<file path="config.mk">
export PLATFORM = sky130hd
export DESIGN_NAME = bsort_loop_nest
export DESIGN_NICKNAME = d
export VERILOG_FILES = /design/src/rtl/bsort_pkg.sv /design/src/rtl/bsort_loop_nest_idx.sv /design/src/rtl/bsort_loop_nest.sv
export SDC_FILE = /design/constraint.sdc
export NUM_CORES = 1
export LEC_CHECK = 0
export ABC_AREA = 0
export ABC_CLOCK_PERIOD_IN_PS = 4100
export CAP_MARGIN = 15
export CORE_MARGIN = 5
export CORE_UTILIZATION = 53
export DETAILED_ROUTE_END_ITERATION = 16
export GPL_TIMING_DRIVEN = 0
export PLACE_DENSITY = 0.88
export SYNTH_ARGS = -nofsm -noshare
export SYNTH_HDL_FRONTEND = slang
export SYNTH_SLANG_ARGS = --single-unit
</file>
<file path="constraint.sdc">
create_clock -name clk -period 4.1 [get_ports clk]
set_clock_uncertainty 0.1 [all_clocks]
set_input_delay 0.41 -clock clk [delete_from_list [all_inputs] [get_ports clk]]
set_output_delay 0.41 -clock clk [all_outputs]
set_load 0.02 [all_outputs]
</file>
<file path="src/rtl/bsort_pkg.sv">
// rtl/bsort_pkg.sv - shared state type, default width and triangular inner-bound helper
package bsort_pkg;

  typedef enum logic {
    S_IDLE = 1'b0,
    S_RUN  = 1'b1
  } state_e;

  localparam int BSORT_W = 4;

  // Inner bound for the bubble-sort pass shape, kept to w+1 bits so ub = 2^w-1 never wraps.
  function automatic logic [31:0] tri_jub(input logic [31:0] i, input logic [31:0] lb,
                                          input logic [31:0] ub, input int w);
    logic [31:0] r;
    r = ub - 32'd1 - (i - lb);
    return r & ((32'd1 << (w + 1)) - 32'd1);
  endfunction

endpackage

</file>
<file path="src/rtl/bsort_loop_nest_idx.sv">
// rtl/bsort_loop_nest_idx.sv - one loop level: loadable index counter with equality bound test
module loop_idx
  import bsort_pkg::*;
#(
  parameter int W = BSORT_W
) (
  input  logic         clk,
  input  logic         rst,
  input  logic         load_i,
  input  logic [W-1:0] ld_val_i,
  input  logic         inc_i,
  input  logic [W:0]   bound_i,
  output logic [W-1:0] idx_o,
  output logic         at_bound_o
);

  logic [W-1:0] idx_q, idx_d;

  always_comb begin
    idx_d = idx_q;
    if (load_i) begin
      idx_d = ld_val_i;
    end else if (inc_i) begin
      idx_d = idx_q + W'(1);
    end
  end

  always_ff @(posedge clk) begin
    if (rst) begin
      idx_q <= '0;
    end else begin
      idx_q <= idx_d;
    end
  end

  assign idx_o      = idx_q;
  assign at_bound_o = ({1'b0, idx_q} == bound_i);

endmodule

</file>
<file path="src/rtl/bsort_loop_nest.sv">
// rtl/bsort_loop_nest.sv - two-level (i,j) index generator, rectangular or triangular,
// with start/busy/done handshake and consumer-paced advance.
module bsort_loop_nest
  import bsort_pkg::*;
#(
  parameter int W      = BSORT_W,
  parameter bit TRI_EN = 1'b1
) (
  input  logic         clk,
  input  logic         rst,
  input  logic         start_i,
  input  logic         abort_i,
  input  logic         tri_mode_i,
  input  logic [W-1:0] lb_i,
  input  logic [W-1:0] ub_i,
  input  logic         adv_i,
  output logic         valid_o,
  output logic [W-1:0] i_o,
  output logic [W-1:0] j_o,
  output logic         last_j_o,
  output logic         last_i_o,
  output logic         busy_o,
  output logic         done_o
);

  state_e       state_q, state_d;
  logic         valid_q, valid_d;
  logic         done_q, done_d;
  logic [W-1:0] lb_q, ub_q;
  logic         tri_q;

  logic         tri_in, empty_in, start_ok;
  logic         load, i_inc, j_inc, j_load;
  logic [W:0]   i_ub, j_ub;
  logic         i_at, j_at;

  assign tri_in   = TRI_EN && tri_mode_i;
  assign empty_in = (lb_i > ub_i) || (tri_in && (lb_i >= ub_i));
  assign start_ok = start_i && !abort_i && (state_q == S_IDLE);

  assign i_ub = tri_q ? ({1'b0, ub_q} - (W+1)'(1)) : {1'b0, ub_q};
  assign j_ub = tri_q ? (W+1)'(tri_jub(32'(i_o), 32'(lb_q), 32'(ub_q), W)) : {1'b0, ub_q};

  loop_idx #(.W(W)) u_outer (
    .clk       (clk),
    .rst       (rst),
    .load_i    (load),
    .ld_val_i  (lb_i),
    .inc_i     (i_inc),
    .bound_i   (i_ub),
    .idx_o     (i_o),
    .at_bound_o(i_at)
  );

  // Inner index reloads from the live lb input on start and from the latched lb on row change.
  loop_idx #(.W(W)) u_inner (
    .clk       (clk),
    .rst       (rst),
    .load_i    (load | j_load),
    .ld_val_i  (load ? lb_i : lb_q),
    .inc_i     (j_inc),
    .bound_i   (j_ub),
    .idx_o     (j_o),
    .at_bound_o(j_at)
  );

  always_comb begin
    state_d = state_q;
    valid_d = valid_q;
    done_d  = 1'b0;
    load    = 1'b0;
    i_inc   = 1'b0;
    j_inc   = 1'b0;
    j_load  = 1'b0;
    if (abort_i) begin
      state_d = S_IDLE;
      valid_d = 1'b0;
    end else begin
      case (state_q)
        S_IDLE: begin
          if (start_i) begin
            if (empty_in) begin
              done_d = 1'b1;
            end else begin
              load    = 1'b1;
              valid_d = 1'b1;
              state_d = S_RUN;
            end
          end
        end
        S_RUN: begin
          if (adv_i && valid_q) begin
            if (!j_at) begin
              j_inc = 1'b1;
            end else if (!i_at) begin
              i_inc  = 1'b1;
              j_load = 1'b1;
            end else begin
              valid_d = 1'b0;
              done_d  = 1'b1;
              state_d = S_IDLE;
            end
          end
        end
        default: state_d = S_IDLE;
      endcase
    end
  end

  always_ff @(posedge clk) begin
    if (rst) begin
      state_q <= S_IDLE;
      valid_q <= 1'b0;
      done_q  <= 1'b0;
      lb_q    <= '0;
      ub_q    <= '0;
      tri_q   <= 1'b0;
    end else begin
      state_q <= state_d;
      valid_q <= valid_d;
      done_q  <= done_d;
      if (start_ok) begin
        lb_q  <= lb_i;
        ub_q  <= ub_i;
        tri_q <= tri_in;
      end
    end
  end

  assign valid_o  = valid_q;
  assign done_o   = done_q;
  assign busy_o   = (state_q == S_RUN);
  assign last_j_o = valid_q & j_at;
  assign last_i_o = valid_q & i_at;

endmodule

</file>
==> impl_metrics.tcl <==
set metrics [dict create \
    synthToLayoutAreaGrowth_pct 23.4 \
    utilization 0.688 \
    dr.pass1.iters 5 \
    min_delay_path_depth 2 \
    grt_first_pass_wirelength_um 6740 \
    overflow 0 \
    rsz0062_at_grt "no" \
    synthCells 191 \
    ant_nets 0 \
    root_buffer "clkbuf_4" \
    viasPerCell 5.93 \
    yosysWarnings 0 \
    cp_data_required_time_ps 3590 \
    cts_buffers 3 \
    wl_per_cell_um 15.4 \
    cellLeakagePower_nw 0.775 \
    ioPinCount 27 \
    routed_wirelength_um 3890 \
    start_util 0.558 \
    synth-xor-area-share 0.0734 \
    crit_chain "inv_1, fa_1, inv_1, ha_1, inv_1, fa_1, xnor2_1, xnor2_1, a31oi_1, nor4_4, and2_1, dlymetal6s2s_1" \
    r2r_setup_slack_ps 550 \
    synth.distinct_cells 53 \
    fin_nets 252 \
    synth_nets 220 \
    syn_area_per_cell_um2 8.12 \
    row_count 19 \
    outcome "finished clean" \
    worstSetupPathType "register to primary output" \
    cts_tree "yes" \
    netlist_top_cells_area "dfxtp_1, ha_1, fa_1, inv_1, nor2_1" \
    slew_violations 0 \
    gp_congestion 0.864 \
    clock_latency_ps 310 \
    finalCriticalPeriod_ps 3640 \
    routed-via-count 1501 \
    fp.dieW_um 64.1 \
    slowest_stage "fa_1" \
    synthesis.area_um2 1550 \
    synth_seq_cells 20 \
    tightest_slew_ps 492 \
    cp_max_fo 4 \
    synth-adder-area-share 0.145 \
    drcViolationCount 0 \
    p_per_area_nw_per_um2 300 \
    hold_path_class "register to register" \
    r2r-start "ub_q[1]$_SDFFE_PP0P_" \
    drt_iter0_markers 84 \
    grt_max_degree 13 \
    clkSlewWorstSetupHoldPaths_ps 120 \
    synth.top_cell.area_share 0.258 \
    htreeDepth 1 \
    core_area_um2 2780 \
    min_from "lb_q[2]$_SDFFE_PP0P_" \
    synth_top_family_by_area "simple AND/OR/NAND/NOR gates" \
    fillerInstances 222 \
    global_route.usage.total 0.203 \
    postCtsHoldBufs 0 \
    ff2ff_path_depth 14 \
    cp-end-kind "primary output" \
    setup_violations 0 \
    synthSimpleGateAreaFrac 0.238 \
    antennaDiodeCount 0 \
    r2r-end "u_outer.idx_o[3]$_SDFFE_PP0P_" \
    synth-edff-count 0 \
    layout-drive-gt1-share 0.0586 \
    grt_pass1_vias 1480 \
    max-cap-violations 0 \
    hpwl_um 3060 \
    critPathMaxStageDelay_ps 450 \
    crit_arrival_ps 3130 \
    grt_antenna_before_repair 0 \
    synthMuxAreaShare 0.00645 \
    io_buffers 26 \
    slew_headroom 0.663 \
    irDropWorstVdd_uv 292 \
    ys.flop_type "dfxtp_1" \
    cts.sinks 20 \
    die_h_um 64.1 \
    synthArstFlopShare 0 \
    cp-start-kind "register" \
    fin_crit_sh 0.887 \
    max_freq_ghz 0.275 \
    whs_endpoint "u_inner.idx_o[2]$_SDFFE_PP0P_" \
    hold_violations 0 \
    yosys.area.top_type "dfxtp_1" \
    fin_tns_setup_ps 0 \
    cp_common_cell "inv_1" \
    die_area_um2 4110 \
    yosysSeqAreaShare 0.258 \
    synth_compound_area_frac 0.196 \
    clock_path_buffers 2 \
]
[cell usage after synthesis (2+ instances only)]
cell,n
a21oi_1,14
or3_1,3
xnor2_1,7
o31ai_1,3
dfxtp_1,20
nor3_1,3
clkbuf_1,6
xor2_1,6
nand2b_1,3
a31oi_1,4
fa_1,5
ha_1,10
inv_1,24
nand2_1,9
nand3_1,8
and2_1,3
and3_1,2
nor2b_1,2
o21ai_0,2
nor2_1,22
o21a_1,2
nand4b_1,2
[layer usage]
| layer | global-route usage | part of all wire | up-vias |
|---|---|---|---|
| li1 | - | - | 732 |
| met1 | 0.260 | 0.40 | 687 |
| met2 | 0.340 | 0.49 | 71 |
| met3 | 0.0333 | 0.085 | 11 |
| met4 | 0.0763 | 0.020 | 0 |
| met5 | 0 | 0 | - |
[report_power, final]
| part | total, mW | internal [mW] | leakage [nW] | switching (mW) |
|---|---|---|---|---|
| Sequential | 0.220 | 0.205 | 0.164 | 0.0153 |
| Combinational | 0.189 | 0.0904 | 0.583 | 0.0989 |
| Clock | 0.165 | 0.0989 | 0.0279 | 0.0660 |
[how the worst max path moves through the flow]
stage	startpoint	endpoint	slack, ps	cells past startpoint
global route	ub_q[1]$_SDFFE_PP0P_	last_j_o	230	12
global placement	u_outer.idx_o[1]$_SDFFE_PP0P_	last_j_o	240	11
finish	ub_q[1]$_SDFFE_PP0P_	last_j_o	460	12
detailed placement	u_outer.idx_o[1]$_SDFFE_PP0P_	last_j_o	170	11
floorplan	u_outer.idx_o[1]$_SDFFE_PP0P_	u_outer.idx_o[3]$_SDFFE_PP0P_	750	12
CTS	ub_q[1]$_SDFFE_PP0P_	last_j_o	50	12
[repair_timing]
action                     in CTS  in global routing
cloned                          0                  0
pin swaps                       1                  0
gates resized for setup         1                  1
setup endpoints to repair       1                  1
buffers inserted                1                  0
[cell type report]
cell class	count	area (um^2)	area share
timing repair buffer	27	270	0.141
buffer	8	38.8	0.0203
clock buffer	3	22.5	0.0118
multi-input combinational	139	1020	0.534
clock inverter	1	30.0	0.0157
sequential	20	402	0.210
inverter	24	90.1	0.0471
tap	31	38.8	0.0203
[sequential cells by signal, summed over array words and instances (netlist names)]
register       count
done_o             1
tri_q              1
busy_o             1
u_inner.idx_o      4
lb_q               4
ub_q               4
u_outer.idx_o      4
valid_o            1
[placed cells by master, fill, tap and decap left out, types with 7 or more instances in the layout]
cell type        instances
xnor2_1                  7
clkdlybuf4s50_1         25
dfxtp_1                 19
a21oi_1                 14
nor2_1                  22
nand3_1                  8
inv_1                   24
nand2_1                  9
ha_1                    10
[kinds of logic (layout without fill, tap and decap cells)]
logic type                 after synthesis  count (layout)
and+or+nand+nor                         68              68
xor gates and xnor gates                13              13
adders and majority gates               15              15
muxes                                    1               1
DFF                                     20              20
AOI/OAI and AO/OA                       42              42
buffers and inverters                   32              63
[per-stage QoR]
stage               cells  hold WS, ps  instance area (um^2)  power [mW]  setup slack [ps]
floorplan             191          358                  1550       0.349               747
detailed placement    248          394                  1850       0.408               165
global route          253          454                  1910       0.609               225
CTS                   253          435                  1910       0.576              45.2
finish                253          430                  1910       0.574               464
global placement      248          384                  1850       0.402               242
[worst max-delay path, delay by kind of cell (launching register included)]
family                     cells  cell delay (ps)
adders and majority gates      3              990
and+or+nand+nor                2              490
buffers and inverters          4              470
DFF                            1              400
xor gates and xnor gates       2              330
AOI/OAI and AO/OA              1              140
(Power assumes the default switching activity.)
